==> src/rtl/md_unit.sv <==
// md_unit: iterative multiply/divide unit feeding the architectural HI/LO
// registers of the toy MIPS pipeline. MULT/MULTU use shift-add, DIV/DIVU use
// restoring division; both take 32 CALC cycles plus one FIX cycle for signs.
// MTHI/MTLO are single-cycle writes that never raise busy_o.
module md_unit #(
  parameter int DW = 32
) (
  input  logic          clk,
  input  logic          rst_n,
  input  logic          start_i,
  input  logic [5:0]    func_i,
  input  logic [DW-1:0] rs_i,
  input  logic [DW-1:0] rt_i,
  input  logic          flush_i,
  output logic          busy_o,
  output logic          done_o,
  output logic [DW-1:0] hi_o,
  output logic [DW-1:0] lo_o
);

  localparam logic [5:0] FUNC_MTHI  = 6'h11;
  localparam logic [5:0] FUNC_MTLO  = 6'h13;
  localparam logic [5:0] FUNC_MULT  = 6'h18;
  localparam logic [5:0] FUNC_MULTU = 6'h19;
  localparam logic [5:0] FUNC_DIV   = 6'h1A;
  localparam logic [5:0] FUNC_DIVU  = 6'h1B;

  typedef enum logic [1:0] {
    IDLE = 2'd0,
    CALC = 2'd1,
    FIX  = 2'd2
  } state_t;

  state_t          state;
  logic [4:0]      cnt;
  // acc: multiply upper half plus carry, or divide partial remainder
  logic [DW:0]     acc;
  // low: multiplier being shifted out, or dividend shifted out / quotient in
  logic [DW-1:0]   low;
  // opb: multiplicand magnitude, or divisor magnitude
  logic [DW-1:0]   opb;
  logic            is_div;
  logic            neg_main;
  logic            neg_rem;
  logic            div_zero;

  logic            op_signed;
  logic            op_is_div;
  logic [DW-1:0]   rs_mag;
  logic [DW-1:0]   rt_mag;
  logic [DW:0]     mul_sum;
  logic [DW:0]     div_trial;
  logic [DW:0]     div_diff;
  logic [2*DW-1:0] product;

  function automatic logic [DW-1:0] magnitude(input logic [DW-1:0] v);
    return v[DW-1] ? -v : v;
  endfunction

  assign busy_o = (state != IDLE);

  // Datapath helpers: operand magnitudes plus one step of each algorithm
  always_comb begin
    op_signed = ~func_i[0];
    op_is_div = func_i[1];
    rs_mag    = op_signed ? magnitude(rs_i) : rs_i;
    rt_mag    = op_signed ? magnitude(rt_i) : rt_i;
    mul_sum   = low[0] ? (acc + {1'b0, opb}) : acc;
    div_trial = {acc[DW-1:0], low[DW-1]};
    div_diff  = div_trial - {1'b0, opb};
    product   = {acc[DW-1:0], low};
  end

  // Control FSM and all registered state: flush beats everything, start is
  // only looked at in IDLE so a busy unit silently ignores new requests
  always_ff @(posedge clk or negedge rst_n) begin
    if (!rst_n) begin
      state    <= IDLE;
      cnt      <= '0;
      acc      <= '0;
      low      <= '0;
      opb      <= '0;
      is_div   <= 1'b0;
      neg_main <= 1'b0;
      neg_rem  <= 1'b0;
      div_zero <= 1'b0;
      done_o   <= 1'b0;
      hi_o     <= '0;
      lo_o     <= '0;
    end else begin
      done_o <= 1'b0;
      if (flush_i) begin
        state <= IDLE;
        cnt   <= '0;
      end else begin
        case (state)
          IDLE: begin
            if (start_i) begin
              case (func_i)
                FUNC_MULT, FUNC_MULTU, FUNC_DIV, FUNC_DIVU: begin
                  low      <= op_is_div ? rs_mag : rt_mag;
                  opb      <= op_is_div ? rt_mag : rs_mag;
                  acc      <= '0;
                  cnt      <= '0;
                  is_div   <= op_is_div;
                  neg_main <= op_signed & (rs_i[DW-1] ^ rt_i[DW-1]);
                  neg_rem  <= op_signed & rs_i[DW-1];
                  div_zero <= (rt_i == '0);
                  state    <= CALC;
                end
                FUNC_MTHI: hi_o <= rs_i;
                FUNC_MTLO: lo_o <= rs_i;
                default: ;
              endcase
            end
          end
          CALC: begin
            if (is_div) begin
              if (!div_diff[DW]) begin
                acc <= div_diff;
                low <= {low[DW-2:0], 1'b1};
              end else begin
                acc <= div_trial;
                low <= {low[DW-2:0], 1'b0};
              end
            end else begin
              {acc, low} <= {1'b0, mul_sum, low[DW-1:1]};
            end
            cnt <= cnt + 5'd1;
            if (cnt == 5'd31) begin
              state <= FIX;
            end
          end
          FIX: begin
            if (is_div) begin
              hi_o <= neg_rem ? -acc[DW-1:0] : acc[DW-1:0];
              lo_o <= div_zero ? '1 : (neg_main ? -low : low);
            end else begin
              {hi_o, lo_o} <= neg_main ? -product : product;
            end
            done_o <= 1'b1;
            state  <= IDLE;
          end
          default: state <= IDLE;
        endcase
      end
    end
  end

endmodule

==> config.mk <==
export PLATFORM = sky130hd
export DESIGN_NAME = md_unit
export DESIGN_NICKNAME = d
export VERILOG_FILES = /design/src/rtl/md_unit.sv
export SDC_FILE = /design/constraint.sdc
export NUM_CORES = 1
export LEC_CHECK = 0
export CAP_MARGIN = 40
export CORE_ASPECT_RATIO = 1.5
export CORE_MARGIN = 5
export CORE_UTILIZATION = 34
export CTS_BUF_LIST = sky130_fd_sc_hd__clkbuf_8
export DETAILED_ROUTE_END_ITERATION = 8
export REMOVE_ABC_BUFFERS = 1
export SYNTH_ARGS = -nofsm -noshare
export SYNTH_HDL_FRONTEND = slang
export SYNTH_SLANG_ARGS = --single-unit
export TNS_END_PERCENT = 50
==> constraint.sdc <==
create_clock -name clk -period 11.1 [get_ports clk]
set_input_delay 1.665 -clock clk [delete_from_list [all_inputs] [get_ports clk]]
set_output_delay 1.665 -clock clk [all_outputs]
set_load 0.02 [all_outputs]
Word level (Yosys, flattened, before mapping)
Index checks and enable logic that the tools add are counted.
- flip-flop bits (word level): 173
- latch bits: 0
- bits in writable memories: 0
- ROM bits: 0
- bits of input ports: 74
- word-level logic and storage cells: 94
- memories: 0
- add/sub/neg operators: 8
- multiply operators: 0
- div/mod/pow operators: 0
- $lt $le $gt $ge: 0
- equality and inequality tests: 16
- shift operators: 0
- multiplexer cells: 40
- bitwise operators: 5
- reductions and logical operators: 13
- operator list (cell ; count):
    32-bit two-way mux ; 18
    32-bit case mux with 2 select lines ; 3
    33-bit two-way mux ; 5
    32-bit negator ; 4
    33-bit case mux with 2 select lines ; 1
    64-bit two-way mux ; 1
    64-bit negator ; 1
    6-bit by 5-bit equality test with 1-bit output (second input constant) ; 6
    33-bit by 32-bit adder with 33-bit output ; 1
    33-bit by 32-bit subtractor with 33-bit output ; 1
    32-bit zero test ; 1
    4-bit AND reduction ; 4
    5-bit two-way mux ; 3
    5-bit case mux with 2 select lines ; 1
    2-bit two-way mux ; 4
    2-bit by 1-bit inequality test with 1-bit output (second input constant) ; 3
    3-bit inequality test (second input constant) ; 2
    3-bit AND reduction ; 2
    2-bit nonzero test ; 3
    5-bit by 1-bit adder with 5-bit output (second input constant) ; 1
    5-bit equality test (second input constant) ; 1
    2-bit case mux with 2 select lines ; 1
    4-bit OR reduction ; 1
    1-bit two-way mux ; 3
    other kinds (9) ; 11

Logic depth before layout (Yosys ltp)
- word-level depth: 7
- mapped depth: 20
- depth with buffers taken out: 19

Worst setup path after synthesis
Ideal clock, no wire load.
- kind: input to register
- from: input rs_i[8]
- to: register low[30]
- library setup time: 0.130 ns
- arrival time: 3.966 ns
- data required time: 10.970 ns
- setup slack: 7.005 ns
- cell stages on the path: 10
- path buffers: 1
- cell sequence: clkbuf_1 > or4_1 > or4_1 > or3_1 > o21a_1 > a21oi_1 > xor2_1 > nor2_1 > a211oi_1 > o21ai_0
- longest elaborated chain between the ends: 7
- RTL lines (element ; line ; source):
    from (decl) ; 12 ; input logic [DW-1:0] rs_i,
    32-bit negator ; 57 ; return v[DW-1] ? -v : v;
    32-bit two-way mux ; 57 ;
    32-bit two-way mux ; 66 ; rs_mag = op_signed ? magnitude(rs_i) : rs_i;
    32-bit two-way mux ; 101 ; low <= op_is_div ? rs_mag : rt_mag;
    32-bit two-way mux ; 99 ; case (func_i)
    32-bit two-way mux ; 98 ; if (start_i) begin
    32-bit case mux with 2 select lines ; 96 ; case (state)
    to (signal assigned) ; 101 ;
    to (signal assigned) ; 121 ; low <= {low[DW-2:0], 1'b1};
    to (signal assigned) ; 124 ; low <= {low[DW-2:0], 1'b0};
    to (decl) ; 39 ; logic [DW-1:0] low;
Every way passes these cells. The select of a mux whose other input is x is not followed.
A chain may end at the register's enable or synchronous reset.

Worst setup path after layout
- from: register low[31]
- to: register acc[25]
- longest elaborated chain between the ends: 4
- RTL lines (element ; line ; source):
    33-bit by 32-bit subtractor with 33-bit output ; 70 ; div_diff = div_trial - {1'b0, opb};
    33-bit two-way mux ; 119 ; if (!div_diff[DW]) begin
    33-bit two-way mux ; 118 ; if (is_div) begin
    33-bit case mux with 2 select lines ; 96 ;
    to (signal assigned) ; 120 ; acc <= div_diff;
    to (signal assigned) ; 123 ; acc <= div_trial;
    to (signal assigned) ; 127 ; {acc, low} <= {1'b0, mul_sum, low[DW-1:1]};
    to (decl) ; 37 ; logic [DW:0] acc;
Every way passes these cells.

==> impl_metrics.csv <==
group,metric,value,unit
routing,drc,0,
logic_synthesis,synth_edf_count,0,
logic_synthesis,ys_types,75,
sta,tns,0,ns
logic_synthesis,async_flop_share,100.0,%
sta,rsz0062_at_grt,"no",
worst_setup_path,cp.arrival,5.46,ns
worst_setup_path,path_max_fanout,50,
floorplan,die_h,271,um
worst_setup_path,r2r_slack,6.09,ns
hold_path,hold_class,"flop to flop",
placement,dp_hpwl,44170,um
cells_and_area,area_growth,14.99,%
logic_synthesis,yosysSeqAreaShare,28.04,%
clock_tree,cts_sinks,173,
sta,hold_ws,0.4893,ns
placement,place.gp.congestion,0.9746,
logic_synthesis,yosys.area_share.simple,18.47,%
clock_tree,cts_made_buffers,17,
clock_tree,cts_setup_buffers,0,
clock_tree,clk_path_buf_depth,2,
logic_synthesis,synth_most_common_cell,"o21ai_0",
logic_synthesis,synth_seq_cells,173,
clock_tree,tritoncts,"done",
run_status,run_status,"completed",
placement,port_buffers,139,
sta,slew_headroom,42.35,%
sta,worst-slew-pin-transition,0.8629,ns
power,powerDensity,137.7,nW/um^2
clock_tree,clock_latency,0.52,ns
floorplan,initial_core_util,34.37,%
sta,clock_skew,0.02127,ns
sta,finalMaxSlewViolations,0,
logic_synthesis,synthAdderAreaFrac,6.012,%
worst_setup_path,cp.required,11.54,ns
worst_setup_path,r2r-end,"acc[25]",
floorplan,ios,140,
hold_path,hold_depth,2,
grt,gr-total-overflow,0,
logic_synthesis,synthMuxAreaShare,6.134,%
logic_synthesis,postSynthCellCount,2006,
sta,finalCritPeriodShare,45.17,%
grt,grt_pass1_vias,15520,
cells_and_area,stdcell_area,17760,um^2
logic_synthesis,netlist_area,15440,um^2
worst_setup_path,start_kind,"flop",
sta,finalHoldViolCount,0,
clock_tree,cts_hold_buf,0,
routing,wire_per_inst,21.77,um
clock_tree,postCtsResizedCells,0,
logic_synthesis,yosys.area.top_type,"dfrtp_1",
logic_synthesis,synth_area_leaders,"dfrtp_1 (28%), o21ai_0 (7.6%), xnor2_1 (6.2%)",
grt,grt_pass1_wl,89860,um
logic_synthesis,synth_top_family_by_area,"compound AO/OA/AOI/OAI gates",
logic_synthesis,syn_area_per_cell,7.697,um^2
placement,placed_cell_area,17350,um^2
grt,grt_max_degree,77,
clock_tree,h-tree-depth,4,
worst_setup_path,r2r-start,"low[31]",
routing,drtAntennaViolNets,0,
clock_tree,clk_pin_slew,0.12,ns
power,irDropWorstVdd,0.00006875,V
logic_synthesis,synth_top_cell_area_share,28.04,%
cells_and_area,nFillCells,4649,
clock_tree,cts_root_buffer,"clkbuf_8",
sta,finalSetupViolCount,0,
routing,via_per_inst,5.846,
routing,first_pass_iters,5,
routing,drtIter0Drc,1083,
sta,fmax,199.4,MHz
worst_setup_path,crit_path_end_kind,"flop",
worst_setup_path,critPathKind,"flop to flop",
hold_path,min_to,"hi_o[16]",
logic_synthesis,synthXorXnorAreaFrac,9.472,%
routing,routed_wl,57840,um
routing,dr_total_vias,15533,
cells_and_area,layout-drive-gt1-share,4.539,%
logic_synthesis,yosys_warnings,0,
floorplan,rows,95,
cells_and_area,nets,2205,
grt,antenna_found_initial,4,
logic_synthesis,synth_compound_area_share,26.85,%
grt,grt_use_total,22.73,%
hold_path,min_from,"hi_o[16]",
logic_synthesis,ys.flop_type,"dfrtp_1",
floorplan,die_w,184,um
floorplan,die_area,49860,um^2
sta,final.min_clock_period,5.014,ns
flow_run,drv_cap,0,
logic_synthesis,synthTopCellsByCount,"o21ai_0 (235), nand2_1 (227), a21oi_1 (176)",
worst_setup_path,rr_worst_depth,19,
power,p_leak,7.269,nW
floorplan,core-area,44930,um^2
[metal layers]
metal  vias to the layer above  global-route usage, %  wire (um)
met1                      7453                  26.86      23000
met4                         0                  12.56       3166
met2                       538                  40.00      29230
met3                       163                  2.123       2445
met5                         -                      0          0
li1                       7379                      -          -
[power by group]
| group | leakage [nW] | internal [W] | switching [W] |
|---|---|---|---|
| Clock | 0.201 | 0.000204 | 0.000283 |
| Sequential | 2.26 | 0.000715 | 0.000146 |
| Combinational | 4.80 | 0.000444 | 0.000654 |
| Total | 7.27 | 0.00136 | 0.00108 |
[registers in the layout, indices dropped and copies added, names as in the netlist]
name      cells
acc          33
hi_o         32
lo_o         32
low          32
opb          32
cnt           5
state         2
div_zero      1
done_o        1
is_div        1
neg_main      1
neg_rem       1
[worst max-delay path: stages (launching register included)]
cell,delay [ns]
dfrtp_1,0.43
inv_1,0.13
ha_1,0.26
fa_1,0.40
nor2b_1,0.21
o2111ai_1,0.25
a311oi_1,0.59
o21ai_0,0.18
a21oi_1,0.26
a21oi_1,0.14
nor2b_1,0.12
o21ai_0,0.08
a21oi_1,0.14
ha_1,0.13
buf_4,0.48
inv_1,0.36
or3_1,0.42
mux2i_1,0.14
nor2_1,0.06
o21ai_0,0.14
[how the worst max path moves through the flow]
stage,startpoint,slack (ns),end
2_1_floorplan,state[1],5.48,lo_o[0]
3_3_place_gp,rt_i[2],5.73,low[27]
3_5_place_dp,rt_i[12],6.05,low[27]
4_1_cts,low[31],6.12,acc[25]
5_1_grt,low[31],5.78,acc[25]
6_report,low[31],6.09,acc[25]
[layout by cell type, fill, tap and decap left out, types with 14 or more instances in the layout]
master | synthesis | layout
nor2_1 | 159 | 159
o22ai_1 | 36 | 36
nor2b_1 | 25 | 23
or4_1 | 14 | 14
or3_1 | 24 | 24
o31ai_1 | 44 | 44
xnor2_1 | 110 | 110
nor3_1 | 54 | 54
inv_1 | 65 | 65
a21o_1 | 25 | 25
a21oi_1 | 176 | 176
nand3_1 | 34 | 34
a31oi_1 | 17 | 17
nand2b_1 | 15 | 15
ha_1 | 71 | 71
clkbuf_8 | 0 | 18
mux2i_1 | 80 | 80
clkdlybuf4s50_1 | 0 | 137
nor4_1 | 16 | 16
a211oi_1 | 34 | 34
dfrtp_1 | 173 | 172
xor2_1 | 57 | 57
buf_4 | 0 | 19
o21ai_0 | 235 | 235
nand2_1 | 227 | 226
[logic make-up after synthesis]
group	after synthesis
XOR/XNOR	167
AND/OR/NAND/NOR	616
multiplexers	93
flip-flops	173
buffers and inverters	201
adder cells (fa/ha/maj)	73
AO/OA/AOI/OAI	683
[per-stage QoR]
step           util, %  power (W)  instances  setup WS [ns]
6_report         39.52   0.002446       2657          6.086
5_1_grt          39.52   0.002590       2657          5.783
4_1_cts          39.50   0.002437       2653          6.122
3_5_place_dp     38.62   0.001947       2621          6.051
3_3_place_gp     38.30   0.001936       2610          5.725
2_1_floorplan        -   0.001569       1872          5.485
[cell type report]
type | count | area, um^2 | share of cell area (%)
repair buffers | 167 | 1664 | 9.372
flip-flops and latches | 173 | 4333 | 24.40
clock buffers | 17 | 234.0 | 1.318
multi-input cells | 1632 | 10370 | 58.42
diodes | 4 | 10.01 | 0.05637
inverters | 67 | 251.5 | 1.416
well taps | 582 | 728.2 | 4.101
clock inverters | 15 | 161.4 | 0.9090
Note: power is estimated with default switching activity, not from simulation.
==> RTL edit: new RTL, same settings <==
Register the inputs `start_i`, `func_i`, `rs_i`, `rt_i` and `flush_i` before use, without a reset. The logic sees them one clock later.
--- a/src/rtl/md_unit.sv
+++ b/src/rtl/md_unit.sv
@@ -31,6 +31,20 @@
     FIX  = 2'd2
   } state_t;
 
+  logic start_q;
+  logic [5:0] func_q;
+  logic [DW-1:0] rs_q;
+  logic [DW-1:0] rt_q;
+  logic flush_q;
+
+  always_ff @(posedge clk) begin
+    start_q <= start_i;
+    func_q  <= func_i;
+    rs_q    <= rs_i;
+    rt_q    <= rt_i;
+    flush_q <= flush_i;
+  end
+
   state_t          state;
   logic [4:0]      cnt;
   // acc: multiply upper half plus carry, or divide partial remainder
@@ -61,10 +75,10 @@
 
   // Datapath helpers: operand magnitudes plus one step of each algorithm
   always_comb begin
-    op_signed = ~func_i[0];
-    op_is_div = func_i[1];
-    rs_mag    = op_signed ? magnitude(rs_i) : rs_i;
-    rt_mag    = op_signed ? magnitude(rt_i) : rt_i;
+    op_signed = ~func_q[0];
+    op_is_div = func_q[1];
+    rs_mag    = op_signed ? magnitude(rs_q) : rs_q;
+    rt_mag    = op_signed ? magnitude(rt_q) : rt_q;
     mul_sum   = low[0] ? (acc + {1'b0, opb}) : acc;
     div_trial = {acc[DW-1:0], low[DW-1]};
     div_diff  = div_trial - {1'b0, opb};
@@ -89,27 +103,27 @@
       lo_o     <= '0;
     end else begin
       done_o <= 1'b0;
-      if (flush_i) begin
+      if (flush_q) begin
         state <= IDLE;
         cnt   <= '0;
       end else begin
         case (state)
           IDLE: begin
-            if (start_i) begin
-              case (func_i)
+            if (start_q) begin
+              case (func_q)
                 FUNC_MULT, FUNC_MULTU, FUNC_DIV, FUNC_DIVU: begin
                   low      <= op_is_div ? rs_mag : rt_mag;
                   opb      <= op_is_div ? rt_mag : rs_mag;
                   acc      <= '0;
                   cnt      <= '0;
                   is_div   <= op_is_div;
-                  neg_main <= op_signed & (rs_i[DW-1] ^ rt_i[DW-1]);
-                  neg_rem  <= op_signed & rs_i[DW-1];
-                  div_zero <= (rt_i == '0);
+                  neg_main <= op_signed & (rs_q[DW-1] ^ rt_q[DW-1]);
+                  neg_rem  <= op_signed & rs_q[DW-1];
+                  div_zero <= (rt_q == '0);
                   state    <= CALC;
                 end
-                FUNC_MTHI: hi_o <= rs_i;
-                FUNC_MTLO: lo_o <= rs_i;
+                FUNC_MTHI: hi_o <= rs_q;
+                FUNC_MTLO: lo_o <= rs_q;
                 default: ;
               endcase
             end
Function: changed (Yosys sat finds a counterexample within 4 cycles, from zero or initial values and one cycle with rst_n low).
==> RTL edit against the unedited design <==
Area after synthesis rose by 9.4%; routed wire length rose by 6.4%; cell area rose by 12%; via count rose by 3.2%; sequential cell count rose by 72; power rose by 59%; setup slack improved by 64 ps; clock power rose by 100%; clock skew rose by 20 ps.
==> RTL edit: results (changes against the unedited design) <==
[global_routing]
grt_max_degree = 65  ; -16%
grt.total_usage_pct = 22.2  ; -0.49 points
grt_pass1_vias = 16400  ; +5.8%
grt_pass1_wl_um = 95100  ; +5.8%
antenna_found_initial = 2  ; -2

[final_layout]
largest_register_ffs = 33  ; unchanged
nets = 2313  ; +4.9%
fin_cells = 2860  ; +7.6%
fillCellCount = 5060  ; +8.8%
top_register = acc
drive_above_1_share_pct = 6.74  ; +2.2 points

[clock_tree]
cts_resized = 0  ; unchanged
cts_max_path_buffers = 3  ; +1
numCtsBuffers = 40  ; +23
cts-root-buf = clkbuf_8
clk-insertion-delay-late_ps = 580  ; +60 ps
cts_setup_buffers = 0  ; unchanged
clk_pin_slew_ps = 70  ; -50 ps
htreeDepth = 2  ; -2

[synth]
synth.top_cells.by_area = dfrtp_1 26%, dfxtp_1 8.5%, o21ai_0 6.3%
syn_area_per_cell_um2 = 8.08  ; +4.9%
ys_seq_area_share_pct = 34.2  ; +6.1 points
synth_commonest_cells = 253 x nand2_1, 211 x o21ai_0, 198 x a21oi_1
synth.distinct_cells = 85  ; +13%
synth_ff_type = dfrtp_1
yosys_warnings = 0  ; unchanged
synthArstFlopShare_pct = 70.6  ; -29 points

[placement]
portBuffers = 139  ; unchanged
globalplace.congestion = 1.01  ; +4.0%
place_inst = 2787  ; +6.3%
pre_cts_ws_ps = 6190  ; +138 ps
place_hpwl_um = 46200  ; +4.5%

[routing]
wl_per_cell_um = 21.5  ; -1.2%
vias_per_cell = 5.60  ; -4.1%
drtIter0Drc = 1340  ; +24%
dr.pass1.iters = 6  ; +1

[worst_setup_path]
cp_max_fo = 44  ; -12%
required_ps = 11560  ; +20 ps

[power]
swShare_pct = 42.1  ; -2.1 points
leakage_uw = 0.00845  ; +16%
vdd_drop_max_mv = 0.120  ; +74%

[sta]
skew_ps = 40.9  ; +19.6 ps
slew_headroom_pct = 40.2  ; -2.1 points

[hold_path]
min_path_type = reg2reg

[run_status]
status = complete, no violations

-- RTL edit: cell types whose count changed in the layout (fill, tap and decap cells not counted), moves of 8 or more --
cell	before	now
nor3_1	54	36
clkbuf_8	18	50
a21oi_1	176	198
o21ai_0	235	210
a22o_1	12	20
o21ai_1	2	34
nand2_1	226	252
inv_1	65	73
nor2_1	159	174
xnor2_1	110	101
o31ai_1	44	30
a21o_1	25	36
a211oi_1	34	20
dfxtp_1	0	71
-- RTL edit: area by class of cell --
| type | count | area [um2] | area share (%) |
|---|---|---|---|
| repair buffers | 167 | 1650 | 8.28 |
| flip-flops and latches | 245 | 5780 | 29.1 |
| diodes | 1 | 2.50 | 0.0126 |
| multi-input cells | 1645 | 10400 | 52.3 |
| clock inverters | 23 | 294 | 1.48 |
| clock buffers | 49 | 674 | 3.39 |
| well taps | 663 | 830 | 4.17 |
| inverters | 67 | 251 | 1.27 |
-- RTL edit: metrics by stage --
step / util (%) / power (uW) / cell area, um2
finish: 40.2 / 3890 / 19900
global route: 40.2 / 4130 / 19900
CTS: 40.2 / 3890 / 19900
detailed placement: 38.2 / 2900 / 18900
global placement: 38.1 / 2890 / 18800
floorplan: - / 2350 / 16400
-- RTL edit: logic make-up after synthesis --
group / share of synthesized area [%]
buf+inv: 4.61
mux: 5.44
compound gates: 23.7
simple gates: 18.3
flops: 34.2
fa+ha+maj: 5.49
xor+xnor: 8.35
-- RTL edit: worst paths after layout --
check	start	end	slack, ps	cells past startpoint
min	lo_o[29]	lo_o[29]	480	2
max reg2reg	acc[8]	acc[23]	6150	15
min in group asynchronous	rst_n	lo_o[3]	1040	1
max	acc[8]	acc[23]	6150	15
min reg2reg	lo_o[29]	lo_o[29]	480	2
max in group asynchronous	rst_n	opb[25]	8510	5
-- RTL edit: worst max-delay path: stages, from the launching register on --
cell and delay, ps:
dfrtp_1 520, ha_1 400, a21o_1 190, a21o_1 160, a221oi_1 340, o211ai_1 270, a21o_1 270, a221oi_1 370
o21ai_1 180, a21o_1 210, a21o_1 170, ha_1 410, buf_4 520, nand2_1 320, o21bai_1 260, a22o_1 220
-- RTL edit: power groups by stage --
stage | clock network, uW | logic (uW) | registers, uW
floorplan | 0 | 1140 | 1210
global placement | 0 | 1650 | 1240
detailed placement | 0 | 1660 | 1240
CTS | 997 | 1670 | 1220
global route | 1030 | 1850 | 1240
finish | 972 | 1690 | 1230
-- RTL edit: per-layer routing --
layer / vias up / track usage, % / routed length, um
met2: 596 / 38.8 / 30700
met1: 7631 / 26.4 / 23700
met5: - / 0 / 13
li1: 7595 / - / -
met3: 202 / 2.35 / 3010
met4: 2 / 12.5 / 4040
